$ cat config.mk
export PLATFORM = sky130hd
export DESIGN_NAME = hack_rom_loader
export DESIGN_NICKNAME = d
export VERILOG_FILES = /design/src/rtl/hack_rom_loader.sv
export SDC_FILE = /design/constraint.sdc
export NUM_CORES = 1
export LEC_CHECK = 0
export CAP_MARGIN = 5
export CORE_MARGIN = 4
export CORE_UTILIZATION = 60
export CTS_CLUSTER_DIAMETER = 80
export DETAILED_ROUTE_END_ITERATION = 7
export PLACE_DENSITY = 0.83
export SLEW_MARGIN = 0
export SYNTH_ARGS = -nofsm -noshare
export SYNTH_HDL_FRONTEND = slang
export SYNTH_SLANG_ARGS = --single-unit
$ cat constraint.sdc
create_clock -name i_clk -period 5.5 [get_ports i_clk]
set_input_delay 1.375 -clock i_clk [delete_from_list [all_inputs] [get_ports i_clk]]
set_output_delay 1.375 -clock i_clk [all_outputs]
set_load 0.03 [all_outputs]
$ cat src/rtl/hack_rom_loader.sv
// hack_rom_loader: receives a framed program image byte stream and writes it into instruction ROM,
// holding the CPU in reset from frame start until the image checksum verifies.
module hack_rom_loader #(
  parameter int ADDR_W         = 15,
  parameter int TIMEOUT_CYCLES = 1_000_000
) (
  input  logic              i_clk,
  input  logic              i_reset,
  input  logic              i_rx_valid,
  input  logic [7:0]        i_rx_data,
  output logic              o_rom_we,
  output logic [ADDR_W-1:0] o_rom_addr,
  output logic [15:0]       o_rom_data,
  output logic              o_cpu_reset,
  output logic              o_busy,
  output logic              o_done,
  output logic              o_error,
  output logic [15:0]       o_words_loaded
);
  localparam int TW = $clog2(TIMEOUT_CYCLES + 1);
  localparam logic [TW-1:0] TMO_LAST = TW'(TIMEOUT_CYCLES - 1);
  localparam logic [16:0] DEPTH = 17'd1 << ADDR_W;
  localparam logic [7:0] SYNC = 8'hA5;

  typedef enum logic [2:0] {S_IDLE, S_CNT_HI, S_CNT_LO, S_DATA_HI, S_DATA_LO, S_CHECK} state_t;

  state_t              r_state, w_state;
  logic [15:0]         r_cnt, w_cnt;
  logic [7:0]          r_hi, w_hi;
  logic [ADDR_W-1:0]   r_idx, w_idx;
  logic [7:0]          r_chk, w_chk;
  logic [TW-1:0]       r_tmo, w_tmo;
  logic                r_we, w_we;
  logic [ADDR_W-1:0]   r_addr, w_addr;
  logic [15:0]         r_data, w_data;
  logic                r_cpu_reset, w_cpu_reset;
  logic                r_busy, w_busy;
  logic                r_done, w_done;
  logic                r_error, w_error;
  logic [15:0]         r_words, w_words;
  logic [15:0]         w_cnt_full;
  logic                w_bad_cnt;
  logic                w_last;
  logic [7:0]          w_chk_in;

  assign w_cnt_full = {r_cnt[15:8], i_rx_data};
  assign w_bad_cnt  = (w_cnt_full == 16'd0) || ({1'b0, w_cnt_full} > DEPTH);
  assign w_last     = 17'(r_idx) == ({1'b0, r_cnt} - 17'd1);
  assign w_chk_in   = r_chk ^ i_rx_data;

  always_comb begin
    w_state     = r_state;
    w_cnt       = r_cnt;
    w_hi        = r_hi;
    w_idx       = r_idx;
    w_chk       = r_chk;
    w_tmo       = '0;
    w_we        = 1'b0;
    w_addr      = r_addr;
    w_data      = r_data;
    w_cpu_reset = r_cpu_reset;
    w_busy      = r_busy;
    w_done      = 1'b0;
    w_error     = r_error;
    w_words     = r_words;
    if (i_rx_valid) begin
      case (r_state)
        S_IDLE: begin
          if (i_rx_data == SYNC) begin
            w_state     = S_CNT_HI;
            w_cpu_reset = 1'b1;
            w_busy      = 1'b1;
            w_error     = 1'b0;
            w_words     = 16'd0;
            w_chk       = 8'd0;
            w_idx       = '0;
          end
        end
        S_CNT_HI: begin
          w_cnt   = {i_rx_data, r_cnt[7:0]};
          w_chk   = w_chk_in;
          w_state = S_CNT_LO;
        end
        S_CNT_LO: begin
          w_cnt   = w_cnt_full;
          w_chk   = w_chk_in;
          w_state = w_bad_cnt ? S_IDLE : S_DATA_HI;
          w_error = w_bad_cnt;
          w_busy  = !w_bad_cnt;
        end
        S_DATA_HI: begin
          w_hi    = i_rx_data;
          w_chk   = w_chk_in;
          w_state = S_DATA_LO;
        end
        S_DATA_LO: begin
          w_we    = 1'b1;
          w_addr  = r_idx;
          w_data  = {r_hi, i_rx_data};
          w_idx   = r_idx + 1'b1;
          w_words = r_words + 16'd1;
          w_chk   = w_chk_in;
          w_state = w_last ? S_CHECK : S_DATA_HI;
        end
        S_CHECK: begin
          w_state     = S_IDLE;
          w_busy      = 1'b0;
          w_done      = i_rx_data == r_chk;
          w_error     = i_rx_data != r_chk;
          w_cpu_reset = i_rx_data != r_chk;
        end
        default: w_state = S_IDLE;
      endcase
    end else if (r_state != S_IDLE) begin
      // a stalled sender aborts the frame but leaves the CPU held in reset
      if (r_tmo == TMO_LAST) begin
        w_state = S_IDLE;
        w_error = 1'b1;
        w_busy  = 1'b0;
      end else begin
        w_tmo = r_tmo + 1'b1;
      end
    end
  end

  always_ff @(posedge i_clk) begin
    if (i_reset) begin
      r_state     <= S_IDLE;
      r_cnt       <= '0;
      r_hi        <= '0;
      r_idx       <= '0;
      r_chk       <= '0;
      r_tmo       <= '0;
      r_we        <= 1'b0;
      r_addr      <= '0;
      r_data      <= '0;
      r_cpu_reset <= 1'b0;
      r_busy      <= 1'b0;
      r_done      <= 1'b0;
      r_error     <= 1'b0;
      r_words     <= '0;
    end else begin
      r_state     <= w_state;
      r_cnt       <= w_cnt;
      r_hi        <= w_hi;
      r_idx       <= w_idx;
      r_chk       <= w_chk;
      r_tmo       <= w_tmo;
      r_we        <= w_we;
      r_addr      <= w_addr;
      r_data      <= w_data;
      r_cpu_reset <= w_cpu_reset;
      r_busy      <= w_busy;
      r_done      <= w_done;
      r_error     <= w_error;
      r_words     <= w_words;
    end
  end

  assign o_rom_we       = r_we;
  assign o_rom_addr     = r_addr;
  assign o_rom_data     = r_data;
  assign o_cpu_reset    = r_cpu_reset;
  assign o_busy         = r_busy;
  assign o_done         = r_done;
  assign o_error        = r_error;
  assign o_words_loaded = r_words;
endmodule

==> metrics.cfg, run 1 <==
[floorplanning]
dieHeight_um = 105.1
dieArea_um2 = 11040
core-area_um2 = 9196
rows = 35
die_x_um = 105.1
start_util = 0.6148
pin_count = 63

[timing]
setup_viol = 0
period_minus_slack_ns = 3.604
timing.final.crit_share = 0.6552
max_slew_margin = 0.2908
tightest_slew_ns = 1.063
rsz0062_at_grt = false
fmaxAchievable_ghz = 0.2775
final_hold_viol_count = 0
setup_slack_ns = 1.896
finClkSkew_ns = 0.005755
drv_slew = 0
setup_tns_ns = 0

[power]
p_leak_nw = 2.319
ir_drop_v = 0.0003098
power.density_nw_per_um2 = 390.9

[logic_synthesis]
yosysTopAreaCellShare = 0.4320
synth_warnings = 0
syn_area_um2 = 5654
yosys-top-cells-area = dfxtp_1 (43%), nand2_1 (9.6%), a21oi_1 (6.9%), nor2_1 (5.1%), xor2_1 (4.8%)
avgSynthCellArea_um2 = 7.997
synth-edff-count = 0
ys_types = 65
synth_compound_area_frac = 0.1314
synth_fa_ha_area_frac = 0.008852
synth.area.mux_share = 0
synth_fp_nets = 722
ys_async_sr_fraction = 0
postSynthCellCount = 707
synth-seq-cells = 122
ys.flop_type = dfxtp_1
synth.yosys.seq_area_share = 0.4320
yosysTopAreaCell = dfxtp_1
synthSimpleGateAreaFrac = 0.2952
synth_top_family_by_area = simple AND/OR/NAND/NOR gates
synth_xor_area_frac = 0.09449

[outcome]
status = completed

[cells_and_area]
final_area_um2 = 6834
diodes = 0
mostFrequentLayoutCells = nand2_1 (145), dfxtp_1 (122), a21oi_1 (78)
regArea_um2 = 2442
num-fill-cells = 654
final_layout_size_suffix_gt1_frac = 0.07134
synthToLayoutAreaGrowth_pct = 20.87
multi_input_area_um2 = 2997
final_common_cell = nand2_1
nNetsFinal = 775

[worst_hold_path]
hold_class = register to register
holdPathStages = 2
min_to = o_rom_data[14]$_SDFFE_PP0P_
min-delay-start = r_hi[6]$_SDFFE_PP0P_

[job]
maxCapViolations = 0

[global_routing]
track_usage = 0.2582
grt_first_pass_wirelength_um = 23290
use_met2 = 0.4395
grt_overflow = 0
grt_max_degree = 60
grt_pass1_vias = 4916
use_met1 = 0.3122
grt_antenna_before_repair = 0
grtUsageMet3 = 0.06053
busiest_layer = met2

[cts]
cts.hold.buffers_added = 0
cts_tree = built
postCtsSetupBuffers = 0
clockBufferDepth = 2
clk_pin_slew_ns = 0.06
clk_latency_ns = 0.52
root_buffer = clkbuf_8
cts_buffers = 17
cts_sinks = 122
post_cts_resized = 0
cts.htree.levels = 4

[placement]
dpl-instance-area_um2 = 6269
pre_cts_slack_ns = 1.414
hpwl_um = 9669
gp_congestion = 0.9271
place.port_buffers = 62

[drt]
wl_um = 14000
ant_nets = 0
drt-vias-per-instance = 5.908
drc = 0
detail_route.wl_per_cell_um = 15.87
drt_iter0_drc = 369
drtPass1Iterations = 4
num_vias = 5211

[critical_path]
rr_endpoint = r_state[1]$_SDFFE_PP0P_
required_ns = 5.86
path_class = input pin to register
cp_data_arrival_time_ns = 3.96
worst-path-max-fanout = 27
end_kind = register
r2r_cells = 8
r2r_setup_slack_ns = 2.91
cp-start-kind = input pin
timing.rr.start = r_cnt[1]$_SDFFE_PP0P_

[flip-flops by register name, summed over array words and instances, names as in the netlist]
signal,flops
o_busy,1
o_cpu_reset,1
o_done,1
o_error,1
o_rom_addr,15
o_rom_data,16
o_rom_we,1
o_words_loaded,16
r_chk,8
r_cnt,16
r_hi,8
r_idx,15
r_state,3
r_tmo,20
[Yosys cell counts (2+ instances only)]
| library cell | n |
|---|---|
| nor3b_1 | 3 |
| nor4_2 | 2 |
| xnor2_1 | 30 |
| xor2_1 | 31 |
| and3_1 | 5 |
| dfxtp_1 | 122 |
| nand2b_1 | 11 |
| nor4_1 | 7 |
| nor3_1 | 16 |
| nand3_1 | 28 |
| and2_1 | 2 |
| nand3b_1 | 2 |
| buf_6 | 3 |
| nand2_1 | 145 |
| or3_1 | 9 |
| or2_2 | 6 |
| o21ai_0 | 19 |
| nand4_1 | 14 |
| nor2b_1 | 4 |
| buf_4 | 3 |
| ha_1 | 4 |
| a22oi_1 | 3 |
| o2111ai_1 | 3 |
| clkbuf_1 | 23 |
| nand4b_1 | 2 |
| and4_1 | 4 |
| o211ai_1 | 2 |
| nor2_1 | 77 |
| a21oi_1 | 78 |
| inv_1 | 14 |
[per-layer routing]
metal / routed length (µm) / share of wire
met1: 5900 / 0.42
met2: 6860 / 0.49
met3: 894 / 0.064
met4: 346 / 0.025
met5: 0 / 0
[power breakdown]
group	switching [mW]	total [mW]	internal (mW)
Sequential	0.0750	1.02	0.942
Combinational	0.368	0.594	0.225
Clock	0.397	1.06	0.664
[cells by family (layout without fill, tap and decap cells)]
family,Yosys count,in the layout
xor+xnor,61,61
buf+inv,45,109
fa+ha+maj,4,4
compound gates,125,125
flops,122,122
simple gates,350,350
[worst max-delay path by stage]
stage	end	depth (start not counted)	startpoint
final	r_idx[7]$_SDFFE_PP0P_	6	i_rx_data[3]
after detailed placement	r_idx[7]$_SDFFE_PP0P_	6	i_rx_data[3]
after global placement	o_words_loaded[15]$_SDFFE_PP0P_	6	i_rx_data[1]
after CTS	r_idx[7]$_SDFFE_PP0P_	6	i_rx_data[3]
after global routing	o_words_loaded[10]$_SDFFE_PP0P_	6	i_rx_data[1]
after floorplan	r_state[1]$_SDFFE_PP0P_	6	i_rx_data[1]
[through the flow]
| stage | power, mW | cells | util | hold WS, ns |
|---|---|---|---|---|
| 6_report | 2.671 | 882 | 0.7431 | 0.4491 |
| 5_1_grt | 2.786 | 882 | 0.7431 | 0.4772 |
| 4_1_cts | 2.669 | 882 | 0.7431 | 0.4562 |
| 3_5_place_dp | 1.609 | 852 | 0.6816 | 0.4481 |
| 3_3_place_gp | 1.592 | 852 | 0.6816 | 0.4423 |
| 2_1_floorplan | 1.466 | 707 | - | 0.4299 |
[worst max-delay path, stage by stage]
cell,delay (ns)
clkdlybuf4s50_1,0.56
or4_4,0.63
nor2_1,0.19
o21ai_1,0.18
o21bai_2,0.87
nor2_1,0.14
[area by class of cell]
cell class,count,share of cell area
multi-input cells,540,0.4385
flip-flops and latches,122,0.3574
repair buffers,65,0.09337
clock buffers,20,0.06518
well taps,111,0.02032
clock inverters,10,0.01758
inverters,14,0.007689
Power figures use the tool's default switching activity.
==> run 2: changes to the inputs <==
Settings changed: CORE_UTILIZATION 60 to 56, PLACE_DENSITY 0.83 to 0.78.
Clock period 5.5 ns to 3.45 ns, I/O delays scaled along.
==> run 2 against run 1 <==
Net effect:
- sequential power rose by 59%
- total power rose by 67%
- cell count grew 4.5%
- first-iteration DRC count down 24%
- register-to-register slack worse by 2.1 ns
- worst setup slack got worse by 1.3 ns
- combinational power rose by 63%
- via count is 0.69% higher
==> metrics.cfg, run 2 (synthesized netlist as in run 1, its figures left out) <==
[outcome]
status = completed

[drt]
drt_iter0_drc = 280  ; -24%
ant_nets = 0  ; unchanged
drt-vias-per-instance = 5.691  ; -3.7%
drc = 0  ; unchanged
drtPass1Iterations = 5  ; +1
detail_route.wl_per_cell_um = 14.97  ; -5.7%
num_vias = 5247  ; +0.69%
wl_um = 13800  ; -1.4%

[cells_and_area]
fin_util = 0.7178  ; -0.02537
largest_register_ffs = 20  ; unchanged
mostFrequentLayoutCells = nand2_1 (145), dfxtp_1 (122), a21oi_1 (78)
max_flop_register = r_tmo
nNetsFinal = 791  ; +2.1%
synthToLayoutAreaGrowth_pct = 24.65
final_layout_size_suffix_gt1_frac = 0.09125  ; +0.01992
fin_cells = 922  ; +4.5%
final_common_cell = nand2_1
final_area_um2 = 7048  ; +3.1%
diodes = 0  ; unchanged

[cts]
cts.hold.buffers_added = 0  ; unchanged
clk_latency_ns = 0.52  ; about the same
cts_tree = built
root_buffer = clkbuf_8
post_cts_resized = 0  ; unchanged
postCtsSetupBuffers = 0  ; unchanged
clockBufferDepth = 2  ; unchanged
cts_buffers = 17  ; unchanged
cts_sinks = 122  ; unchanged
cts.htree.levels = 4  ; unchanged
clk_pin_slew_ns = 0.06  ; about the same

[timing]
setup_viol = 0  ; unchanged
final_hold_viol_count = 0  ; unchanged
tightest_slew_ns = 1.087  ; +0.02376 ns
fmaxAchievable_ghz = 0.3551
max_slew_margin = 0.2652  ; -0.02557
finClkSkew_ns = 0.006808  ; +0.001053 ns
hold_slack_ns = 0.4504  ; +0.001267 ns
drv_slew = 0  ; unchanged
period_minus_slack_ns = 2.816
timing.final.crit_share = 0.8162
rsz0062_at_grt = false
setup_slack_ns = 0.6341  ; -1.262 ns
setup_tns_ns = 0  ; unchanged

[job]
maxCapViolations = 0  ; unchanged

[power]
power.density_nw_per_um2 = 634.7  ; +62%
total_power_mw = 4.474  ; +67%
ir_drop_v = 0.0004457  ; +44%
p_leak_nw = 2.436  ; +5.0%

[critical_path]
cp_top_family = simple AND/OR/NAND/NOR gates
r2r_setup_slack_ns = 0.83  ; -2.08 ns
cp-start-kind = input pin
required_ns = 3.92  ; -1.94 ns
crit_chain = clkdlybuf4s50_1, or4_4, nand4b_1, xnor2_1, or4b_2, a221oi_2, a211o_1
slowest_delay_ns = 0.63  ; -0.24 ns
cp_data_arrival_time_ns = 3.29  ; -0.67 ns
critPathBufInv = 1  ; unchanged
path_class = input pin to register
worst-path-max-fanout = 2  ; -93%
end_kind = register
cpMaxStageDelayCell = or4b_2

[placement]
place.port_buffers = 62  ; unchanged
dpl-instance-area_um2 = 6416  ; +2.4%
hpwl_um = 9426  ; -2.5%
pre_cts_slack_ns = 0.1258  ; -1.288 ns
post-place-cells = 890  ; +4.5%
gp_congestion = 0.9019  ; -2.7%

[floorplanning]
die_x_um = 108.5  ; +3.2%
core-area_um2 = 9819  ; +6.8%
dieHeight_um = 108.5  ; +3.2%
pin_count = 63  ; unchanged
dieArea_um2 = 11770  ; +6.6%
rows = 36  ; +2.9%
start_util = 0.5758  ; -0.03901

[global_routing]
grt_first_pass_wirelength_um = 23410  ; +0.53%
grt_pass1_vias = 5111  ; +4.0%
track_usage = 0.2504  ; -0.007791
grt_overflow = 0  ; unchanged
grt_antenna_before_repair = 0  ; unchanged
grt_max_degree = 34  ; -43%

[worst_hold_path]
hold_class = register to register

==> run 2: cell count changes in the layout (fill, tap and decap cells not counted), sizes merged <==
cell	change
inv	-1
clkinv	+2
buf	+16
clkinvlp	-2
bufinv	+3
==> run 2: worst register-to-register path: stages, from the launching register on <==
cell	delay, ns
dfxtp_1	0.35
inv_1	0.08
ha_1	0.20
nor4b_1	0.89
nand4b_1	0.23
xnor2_1	0.20
a21oi_1	0.16
nand4_1	0.13
a211o_1	0.28
==> run 2: final cells by class <==
cell class                      instances  area, µm²
Clock buffer                           20      435.4
Clock inverter                         12      196.4
Fill cell                             801       2771
Inverter                               14      52.55
Multi-Input combinational cell        540       2997
Sequential cell                       122       2442
Tap cell                              133      166.4
Timing Repair Buffer                   81      758.2
==> run 2: report_power, final <==
part,internal [mW],total [mW],switching [mW],leakage (nW)
Combinational,0.384,0.968,0.584,1.15
Sequential,1.50,1.62,0.114,0.984
Clock,1.26,1.89,0.629,0.301
==> run 2: path summary, 6_finish.rpt <==
check / depth (start not counted) / from / end
worst max register to register: 8 / r_cnt[0]$_SDFFE_PP0P_ / r_state[1]$_SDFFE_PP0P_
worst max-delay path: 7 / i_rx_data[1] / r_state[1]$_SDFFE_PP0P_
worst min-delay path: 2 / r_hi[3]$_SDFFE_PP0P_ / o_rom_data[11]$_SDFFE_PP0P_
worst min register to register: 2 / r_hi[3]$_SDFFE_PP0P_ / o_rom_data[11]$_SDFFE_PP0P_
==> run 2: layer usage <==
layer,up-vias,GRT usage,share of wire
met5,-,0,0
met4,0,0.1001,0.025
met3,39,0.06746,0.052
met2,152,0.4241,0.49
met1,2495,0.3011,0.43
li1,2561,-,-
==> run 3: changes to the inputs <==
Clock period 3.45 ns to 2.85 ns, I/O delays scaled along.
==> run 3 against run 2 <==
Net effect:
- wire length up 2.6%
- via count increased by 0.74%
- hold slack improved by 0.0030 ns
- final area rose by 0.83%
- die area unchanged
- clock skew up 0.0030 ns
- largest power group unchanged
- highest routed layer unchanged
==> metrics.cfg, run 3 (synthesized netlist as in run 1, its figures left out) <==
[global_routing]
grt_antenna_before_repair = 0  ; unchanged
grt_overflow = 0  ; unchanged
grt_first_pass_wirelength_um = 23830  ; +1.8%
grt_pass1_vias = 5104  ; -0.14%
grt_max_degree = 34  ; unchanged
track_usage = 0.2539  ; +0.003522

[critical_path]
end_kind = register
worst-path-max-fanout = 2  ; unchanged
r2r_cells = 6  ; -2
r2r_setup_slack_ns = 0.55  ; -0.28 ns
path_class = input pin to register
timing.rr.start = r_cnt[11]$_SDFFE_PP0P_
cp-start-kind = input pin
crit_path_start = i_rx_data[1]
cp_data_arrival_time_ns = 3.12  ; -0.17 ns
required_ns = 3.32  ; -0.60 ns
rr_endpoint = r_state[1]$_SDFFE_PP0P_

[cts]
cts.hold.buffers_added = 0  ; unchanged
cts_sinks = 122  ; unchanged
clk_pin_slew_ns = 0.06  ; about the same
cts_buffers = 17  ; unchanged
cts_tree = built
clockBufferDepth = 2  ; unchanged
cts.htree.levels = 4  ; unchanged
clk_latency_ns = 0.52  ; about the same
post_cts_resized = 0  ; unchanged
postCtsSetupBuffers = 0  ; unchanged
root_buffer = clkbuf_8

[timing]
tightest_slew_ns = 0.7972  ; -0.2896 ns
finClkSkew_ns = 0.009857  ; +0.003050 ns
timing.final.crit_share = 0.9306
setup_slack_ns = 0.1978  ; -0.4363 ns
fmaxAchievable_ghz = 0.3770
final_hold_viol_count = 0  ; unchanged
rsz0062_at_grt = false
period_minus_slack_ns = 2.652
setup_viol = 0  ; unchanged
max_slew_margin = 0.4636  ; +0.1984
drv_slew = 0  ; unchanged

[floorplanning]
rows = 36  ; unchanged
start_util = 0.5758  ; unchanged
dieArea_um2 = 11770  ; unchanged
die_x_um = 108.5  ; unchanged
pin_count = 63  ; unchanged
dieHeight_um = 108.5  ; unchanged
core-area_um2 = 9819  ; unchanged

[power]
ir_drop_v = 0.0004415  ; -0.95%
power.density_nw_per_um2 = 749.3  ; +18%
total_power_mw = 5.325  ; +19%
p_leak_nw = 2.471  ; +1.5%

[worst_hold_path]
hold_class = register to register
min-delay-start = o_rom_addr[8]$_SDFFE_PP0P_
holdPathStages = 2  ; unchanged
min_to = o_rom_addr[8]$_SDFFE_PP0P_

[placement]
post-place-cells = 902  ; +1.3%
pre_cts_slack_ns = -0.3140  ; -0.4399 ns
place.port_buffers = 62  ; unchanged
hpwl_um = 9761  ; +3.5%
gp_congestion = 0.8733  ; -3.2%

[cells_and_area]
num-fill-cells = 815  ; +1.7%
max_flop_register = r_tmo
largest_register_ffs = 20  ; unchanged
diodes = 0  ; unchanged
mostFrequentLayoutCells = nand2_1 (145), dfxtp_1 (122), a21oi_1 (78)
synthToLayoutAreaGrowth_pct = 25.69
nNetsFinal = 803  ; +1.5%
fin_cells = 934  ; +1.3%
final_layout_size_suffix_gt1_frac = 0.1074  ; +0.01611
final_common_cell = nand2_1

[job]
maxCapViolations = 0  ; unchanged

[drt]
drt_iter0_drc = 359  ; +28%
detail_route.wl_per_cell_um = 15.17  ; +1.3%
num_vias = 5286  ; +0.74%
wl_um = 14170  ; +2.6%
drtPass1Iterations = 5  ; unchanged
drt-vias-per-instance = 5.660  ; -0.55%
drc = 0  ; unchanged
ant_nets = 0  ; unchanged

[outcome]
status = completed

## run 3: changes by cell type in the layout (fill, tap and decap cells not counted), sizes merged
cell      before  now
clkbuf        20   18
buf           20   32
bufinv         5    2
clkinv         4    1
inv           14   21
clkinvlp       3    4
## run 3: area by class of cell
class,count,area (µm²),share of cell area
Multi-Input combinational cell,540,2997,0.4217
Tap cell,133,166.4,0.02342
Sequential cell,122,2442,0.3437
Timing Repair Buffer,93,860.8,0.1211
Clock inverter,14,160.2,0.02254
Clock buffer,18,427.9,0.06021
Inverter,14,52.55,0.007394
## run 3: how the worst max path moves through the flow
stage | endpoint | slack, ns | cells after the start
after CTS | r_state[1]$_SDFFE_PP0P_ | 0.23 | 7
after floorplan | r_state[1]$_SDFFE_PP0P_ | 0.17 | 6
after global placement | r_state[1]$_SDFFE_PP0P_ | -0.25 | 7
after global routing | r_state[1]$_SDFFE_PP0P_ | 0.14 | 7
final | r_state[1]$_SDFFE_PP0P_ | 0.20 | 7
after detailed placement | r_state[1]$_SDFFE_PP0P_ | -0.31 | 7
## run 3: routing by layer
| layer | global-route usage | vias to the layer above | part of all wire |
|---|---|---|---|
| li1 | - | 2585 | - |
| met1 | 0.3164 | 2467 | 0.43 |
| met2 | 0.4082 | 196 | 0.47 |
| met3 | 0.06627 | 38 | 0.068 |
| met4 | 0.1226 | 0 | 0.027 |
| met5 | 0 | - | 0 |
## run 3: metrics by stage
stage,hold slack [ns],utilization,TNS (ns),instance area [µm²]
after floorplan,0.4299,-,0,5654
after global placement,0.4385,0.6639,-0.8890,6519
final,0.4534,0.7238,0,7107
after global routing,0.4741,0.7238,0,7107
after detailed placement,0.4448,0.6639,-1.801,6519
after CTS,0.4567,0.7238,0,7107
## run 3: worst max-delay path, stage by stage
cell and delay, ns:
clkdlybuf4s50_1 0.42, or4_4 0.56, nand4b_1 0.21, xnor2_1 0.19, or4b_2 0.64, a221oi_2 0.25, a211o_1 0.13
## run 3: report_power, final
part,switching (mW),leakage [nW],internal (mW)
Sequential,0.144,0.984,1.82
Clock,0.852,0.276,1.29
Combinational,0.721,1.21,0.503
